## src/rtl/fetch_ctrl_pkg.sv

```systemverilog
// rtl/fetch_ctrl_pkg.sv - shared state encoding and fetch constants for fetch_ctrl
package fetch_ctrl_pkg;

   typedef enum logic [1:0] {
      S_REQ  = 2'd0,
      S_WAIT = 2'd1,
      S_KILL = 2'd2
   } state_t;

   localparam int unsigned FETCH_BYTES      = 8;
   localparam logic [63:0] FETCH_ALIGN_MASK = 64'(FETCH_BYTES - 1);
   localparam logic [63:0] DEFAULT_RESET_PC = 64'h8000_0000;

endpackage

```

## src/rtl/fetch_next_pc.sv

```systemverilog
// rtl/fetch_next_pc.sv - next fetch PC priority mux: redirect > predicted-taken > sequential
module fetch_next_pc
   import fetch_ctrl_pkg::*;
#(
   parameter int ADDR_W = 64
) (
   input  logic              redirect_valid,
   input  logic [ADDR_W-1:0] redirect_target,
   input  logic              predict_valid,
   input  logic              predict_taken,
   input  logic [ADDR_W-1:0] predict_target,
   input  logic [ADDR_W-1:0] base_pc,
   output logic [ADDR_W-1:0] next_pc
);

   logic [ADDR_W-1:0] seq_pc;

   // Sequential successor is the next aligned fetch block; addition wraps naturally.
   always_comb begin
      seq_pc = (base_pc & ~ADDR_W'(FETCH_ALIGN_MASK)) + ADDR_W'(FETCH_BYTES);
      if (redirect_valid) begin
         next_pc = redirect_target;
      end else if (predict_valid && predict_taken) begin
         next_pc = predict_target;
      end else begin
         next_pc = seq_pc;
      end
   end

endmodule

```

## src/rtl/fetch_ctrl.sv

```systemverilog
// rtl/fetch_ctrl.sv - fetch PC sequencer and I-cache request tracker (optional FETCH_CTRL_PERF_EN counters)
module fetch_ctrl
   import fetch_ctrl_pkg::*;
#(
   parameter int                ADDR_W   = 64,
   parameter logic [ADDR_W-1:0] RESET_PC = ADDR_W'(DEFAULT_RESET_PC)
) (
   input  logic              clock,
   input  logic              reset,
   input  logic              io_i_redirect_valid,
   input  logic [ADDR_W-1:0] io_i_redirect_target,
   input  logic              io_i_predict_valid,
   input  logic              io_i_predict_taken,
   input  logic [ADDR_W-1:0] io_i_predict_target,
   input  logic              io_i_queue_ready,
   output logic              io_o_icache_req_valid,
   input  logic              io_i_icache_req_ready,
   output logic [ADDR_W-1:0] io_o_icache_req_addr,
   input  logic              io_i_icache_resp_valid,
   output logic [ADDR_W-1:0] io_o_pc,
   output logic              io_o_resp_valid,
   output logic              io_o_flush,
   output logic              io_o_stall,
   output logic              io_o_busy
`ifdef FETCH_CTRL_PERF_EN
   ,
   output logic [31:0]       io_o_perf_req_cnt,
   output logic [31:0]       io_o_perf_kill_cnt,
   output logic [31:0]       io_o_perf_stall_cnt
`endif
);

   state_t            state_q;
   logic [ADDR_W-1:0] pc_q;
   logic [ADDR_W-1:0] inflight_pc_q;
   logic [ADDR_W-1:0] next_pc;
   logic              in_req;
   logic              req_fire;
   logic              resp_fire;

   // Next PC after a response; also resolves redirect priority for the kill paths.
   fetch_next_pc #(
      .ADDR_W (ADDR_W)
   ) u_next_pc (
      .redirect_valid  (io_i_redirect_valid),
      .redirect_target (io_i_redirect_target),
      .predict_valid   (io_i_predict_valid),
      .predict_taken   (io_i_predict_taken),
      .predict_target  (io_i_predict_target),
      .base_pc         (inflight_pc_q),
      .next_pc         (next_pc)
   );

   assign in_req    = (state_q == S_REQ);
   assign req_fire  = io_o_icache_req_valid & io_i_icache_req_ready;
   assign resp_fire = ~reset & ~in_req & io_i_icache_resp_valid;

   // Issue only when the downstream queue can absorb the response and no redirect is pending.
   assign io_o_icache_req_valid = ~reset & in_req & io_i_queue_ready & ~io_i_redirect_valid;
   assign io_o_icache_req_addr  = reset ? '0 : (pc_q & ~ADDR_W'(FETCH_ALIGN_MASK));
   assign io_o_resp_valid       = resp_fire;
   assign io_o_flush            = resp_fire & ((state_q == S_KILL) | io_i_redirect_valid);
   assign io_o_pc               = resp_fire ? inflight_pc_q : '0;
   assign io_o_stall            = ~resp_fire;
   assign io_o_busy             = ~reset & ~in_req;

   // Fetch state machine: issue, wait for the response, or wait out a stale response.
   always_ff @(posedge clock) begin
      if (reset) begin
         state_q       <= S_REQ;
         pc_q          <= RESET_PC;
         inflight_pc_q <= '0;
      end else begin
         case (state_q)
            S_REQ: begin
               if (io_i_redirect_valid) begin
                  pc_q <= io_i_redirect_target;
               end else if (req_fire) begin
                  inflight_pc_q <= pc_q;
                  state_q       <= S_WAIT;
               end
            end
            S_WAIT: begin
               if (io_i_icache_resp_valid) begin
                  pc_q    <= next_pc;
                  state_q <= S_REQ;
               end else if (io_i_redirect_valid) begin
                  pc_q    <= io_i_redirect_target;
                  state_q <= S_KILL;
               end
            end
            S_KILL: begin
               if (io_i_redirect_valid) begin
                  pc_q <= io_i_redirect_target;
               end
               if (io_i_icache_resp_valid) begin
                  state_q <= S_REQ;
               end
            end
            default: state_q <= S_REQ;
         endcase
      end
   end

`ifdef FETCH_CTRL_PERF_EN
   // Saturating event counters for request, kill and queue-stall activity.
   always_ff @(posedge clock) begin
      if (reset) begin
         io_o_perf_req_cnt   <= '0;
         io_o_perf_kill_cnt  <= '0;
         io_o_perf_stall_cnt <= '0;
      end else begin
         if (req_fire && (io_o_perf_req_cnt != '1)) begin
            io_o_perf_req_cnt <= io_o_perf_req_cnt + 32'd1;
         end
         if (io_o_flush && (io_o_perf_kill_cnt != '1)) begin
            io_o_perf_kill_cnt <= io_o_perf_kill_cnt + 32'd1;
         end
         if (in_req && !io_i_queue_ready && (io_o_perf_stall_cnt != '1)) begin
            io_o_perf_stall_cnt <= io_o_perf_stall_cnt + 32'd1;
         end
      end
   end
`endif

endmodule

```

## config.mk

```make
export PLATFORM = sky130hd
export DESIGN_NAME = fetch_ctrl
export DESIGN_NICKNAME = d
export VERILOG_FILES = /design/src/rtl/fetch_ctrl_pkg.sv /design/src/rtl/fetch_next_pc.sv /design/src/rtl/fetch_ctrl.sv
export SDC_FILE = /design/constraint.sdc
export NUM_CORES = 1
export LEC_CHECK = 0
export CORE_AREA = 2 2 113 169
export DETAILED_ROUTE_END_ITERATION = 7
export DIE_AREA = 0 0 115 171
export GPL_ROUTABILITY_DRIVEN = 0
export HOLD_SLACK_MARGIN = 0.05
export PLACE_DENSITY = 0.88
export SLEW_MARGIN = 20
export SYNTH_ARGS = -nofsm -noshare
export SYNTH_HDL_FRONTEND = slang
export SYNTH_HIERARCHICAL = 1
export SYNTH_SLANG_ARGS = --single-unit
```

## constraint.sdc

```tcl
create_clock -name clock -period 4.7 [get_ports clock]
set_input_delay 1.41 -clock clock [delete_from_list [all_inputs] [get_ports clock]]
set_output_delay 1.41 -clock clock [all_outputs]
set_load 0.02 [all_outputs]
```

==> impl_results.md <==
- Status: finished clean
- Non-Filler Instances: 1,584
- Worst Setup SP: reset
- Period minus WS final: 4.25 ns
- Synth cell types: 62
- H-tree depth: 4
- Largest net degree at the start of global routing: 85
- Sequential fraction of the synthesis area: 29.2%
- DIE HEIGHT: 171 µm
- Resized cells post-CTS: 0
- Mean post-synth cell area: 7.71 µm²
- Synthesized instance count: 1,156
- Most frequent cells in the layout: clkdlybuf4s50_1, and3_1, dfxtp_1, nand2_1, and2_1
- Design Area, Final: 12,200 µm²
- Worst vdd ir: 184 µV
- Final Setup Violations: 0
- Placed insts: 1,551
- Worst skew pair latency: 0.42 ns
- Worst path required time: 3.29 ns
- Die area: 19,700 µm²
- Place WS: 0.452 ns
- Routed len/inst: 21.6 µm
- Area leader, netlist: dfxtp_1
- Die W: 115 µm
- TritonCTS buffer count: 17
- Top Ports: 269
- Synth Register Bits: 130
- Power Density: 263 nW/µm²
- Synth top area cells: dfxtp_1, and3_1, o2bb2ai_1
- Share of post-route cells with drive strength above 1: 5.80%
- Worst rel slew slack: 25.9%
- Worst-Margin Slew: 1.10 ns
- Routed Antenna Nets: 0
- Post-synth EDFFs: 0
- Commonest non-fill, non-tap cell in the layout: clkdlybuf4s50_1
- Nets: 1,487
- Peak fanout along the critical path: 35
- Clock Skews: 0.0132 ns
- Final Routed Wirelength: 34,200 µm
- Post-CTS Setup Bufs: 0
- Placed instance area: 11,600 µm²
- Syn. warnings: 6
- Final period util: 90.4%
- Worst reg2reg startpoint: inflight_pc_q[5]
- TritonCTS clock tree: yes
- Rows: 61
- Port Buf Inserts: 265
- Final Hold Fails: 0
- Clk sinks: 130
- First drt pass iteration count: 7
- GRT Total Usage: 33.2%
- Initial drt markers: 1,098
- Via count: 10.2k
- Max-Cap Viols: 0
- Vias in the first global route: 9,665
- Number of remaining DRC errors: 0
- Top-area cell type share of the netlist area: 29.2%
- Setup TNS: 0 ns
- Gr ovfl total: 0
- Clock transition at path regs: 0.06 ns
- Hold Crit Start: pc_q[57]
- Layout Area Growth over Synthesis: 37.2%
- Fmax: 235 MHz
- Clock buffer depth: 2
- # hold bufs at CTS: 0
- Final worst setup slack: 0.453 ns
- Core ar.: 18,300 µm²
- Setup CP Type: primary input to output pin
- Async set or reset register ratio after synthesis: 0%
- Initial antenna violation count: 2
- Setup crit end kind: output pin
- Root buffer cell: clkbuf_16
- Leak Pwr: 4.75 nW
- Final Max Tran Viols: 0
- Routed vias/inst: 6.47
- Tot Pwr: 3.22 mW
- Mapped Area: 8910 µm²
- Hold Crit Class: flop to flop
- Initial core utilization: 48.7%
- Dpl hpwl: 22,400 µm
- First-pass GRT wire length: 51,500 µm
- Most used DFF post-synth: dfxtp_1
- RSZ-0062 raised after global routing: false
- Critical Path AT: 2.84 ns
- CP Launch Type: primary input
-- critical path, cell delays in order --
cell and delay, ns:
buf_2 0.13, buf_4 0.27, nor2b_1 0.33, clkdlybuf4s50_1 0.67
-- registers in the layout, indices dropped and copies added (netlist names) --
register	count
inflight_pc_q	64
pc_q	64
state_q	2
-- kinds of logic after synthesis --
group                      after synthesis  share of synthesized area, %
xor gates and xnor gates                51                          5.01
DFF                                    130                          29.2
adders and majority gates                1                         0.140
buffers and inverters                  142                          7.10
and+or+nand+nor                        532                          33.1
other                                    1                        0.0421
AOI/OAI and AO/OA                      290                          24.4
muxes                                    9                          1.02
-- report_power, final --
part / internal [mW] / leakage, nW / switching (mW)
registers: 1.15 / 1.06 / 0.0410
logic: 0.236 / 3.37 / 0.258
clock network: 1.01 / 0.320 / 0.526
-- layer usage --
metal	vias up	share of wire [%]	global-route usage [%]
li1	4624	-	-
met2	673	49	56.8
met5	-	0	0
met1	4800	37	38.2
met4	0	5.9	20.2
met3	144	8.5	5.74
-- synthesized netlist by cell type, types with 29 or more instances --
| library cell | instances |
|---|---|
| a31o_1 | 58 |
| a31oi_1 | 60 |
| and2_1 | 70 |
| and3_1 | 133 |
| buf_2 | 37 |
| clkbuf_1 | 66 |
| dfxtp_1 | 130 |
| nand2_1 | 100 |
| nand3_1 | 34 |
| nor2_1 | 45 |
| nor2b_1 | 64 |
| nor3_1 | 29 |
| o2bb2ai_1 | 60 |
| xnor2_1 | 34 |
-- layout make-up --
| cell class | instances | area (µm²) |
|---|---|---|
| clock buffers | 19 | 443 |
| flip-flops and latches | 130 | 2600 |
| diodes | 2 | 5.00 |
| clock inverters | 12 | 230 |
| fillers | 1516 | 6090 |
| well taps | 220 | 275 |
| repair buffers | 289 | 2860 |
| inverters | 26 | 97.6 |
| multi-input cells | 886 | 5710 |
-- per-stage QoR --
| step | hold WS (ns) | util [%] |
|---|---|---|
| 4_1_cts | 0.463 | 66.7 |
| 3_5_place_dp | 0.440 | 63.1 |
| 5_1_grt | 0.488 | 66.8 |
| 3_3_place_gp | 0.440 | 63.1 |
| 6_report | 0.462 | 66.8 |
| 2_1_floorplan | 0.425 | - |
-- worst paths after layout --
| kind | end | slack [ns] | cells after the start |
|---|---|---|---|
| max | io_o_icache_req_addr[57] | 0.45 | 4 |
| min | pc_q[57] | 0.46 | 1 |
| max reg2reg | pc_q[30] | 1.25 | 9 |
| min reg2reg | pc_q[57] | 0.46 | 1 |
Note: power is estimated with default switching activity, not from simulation.
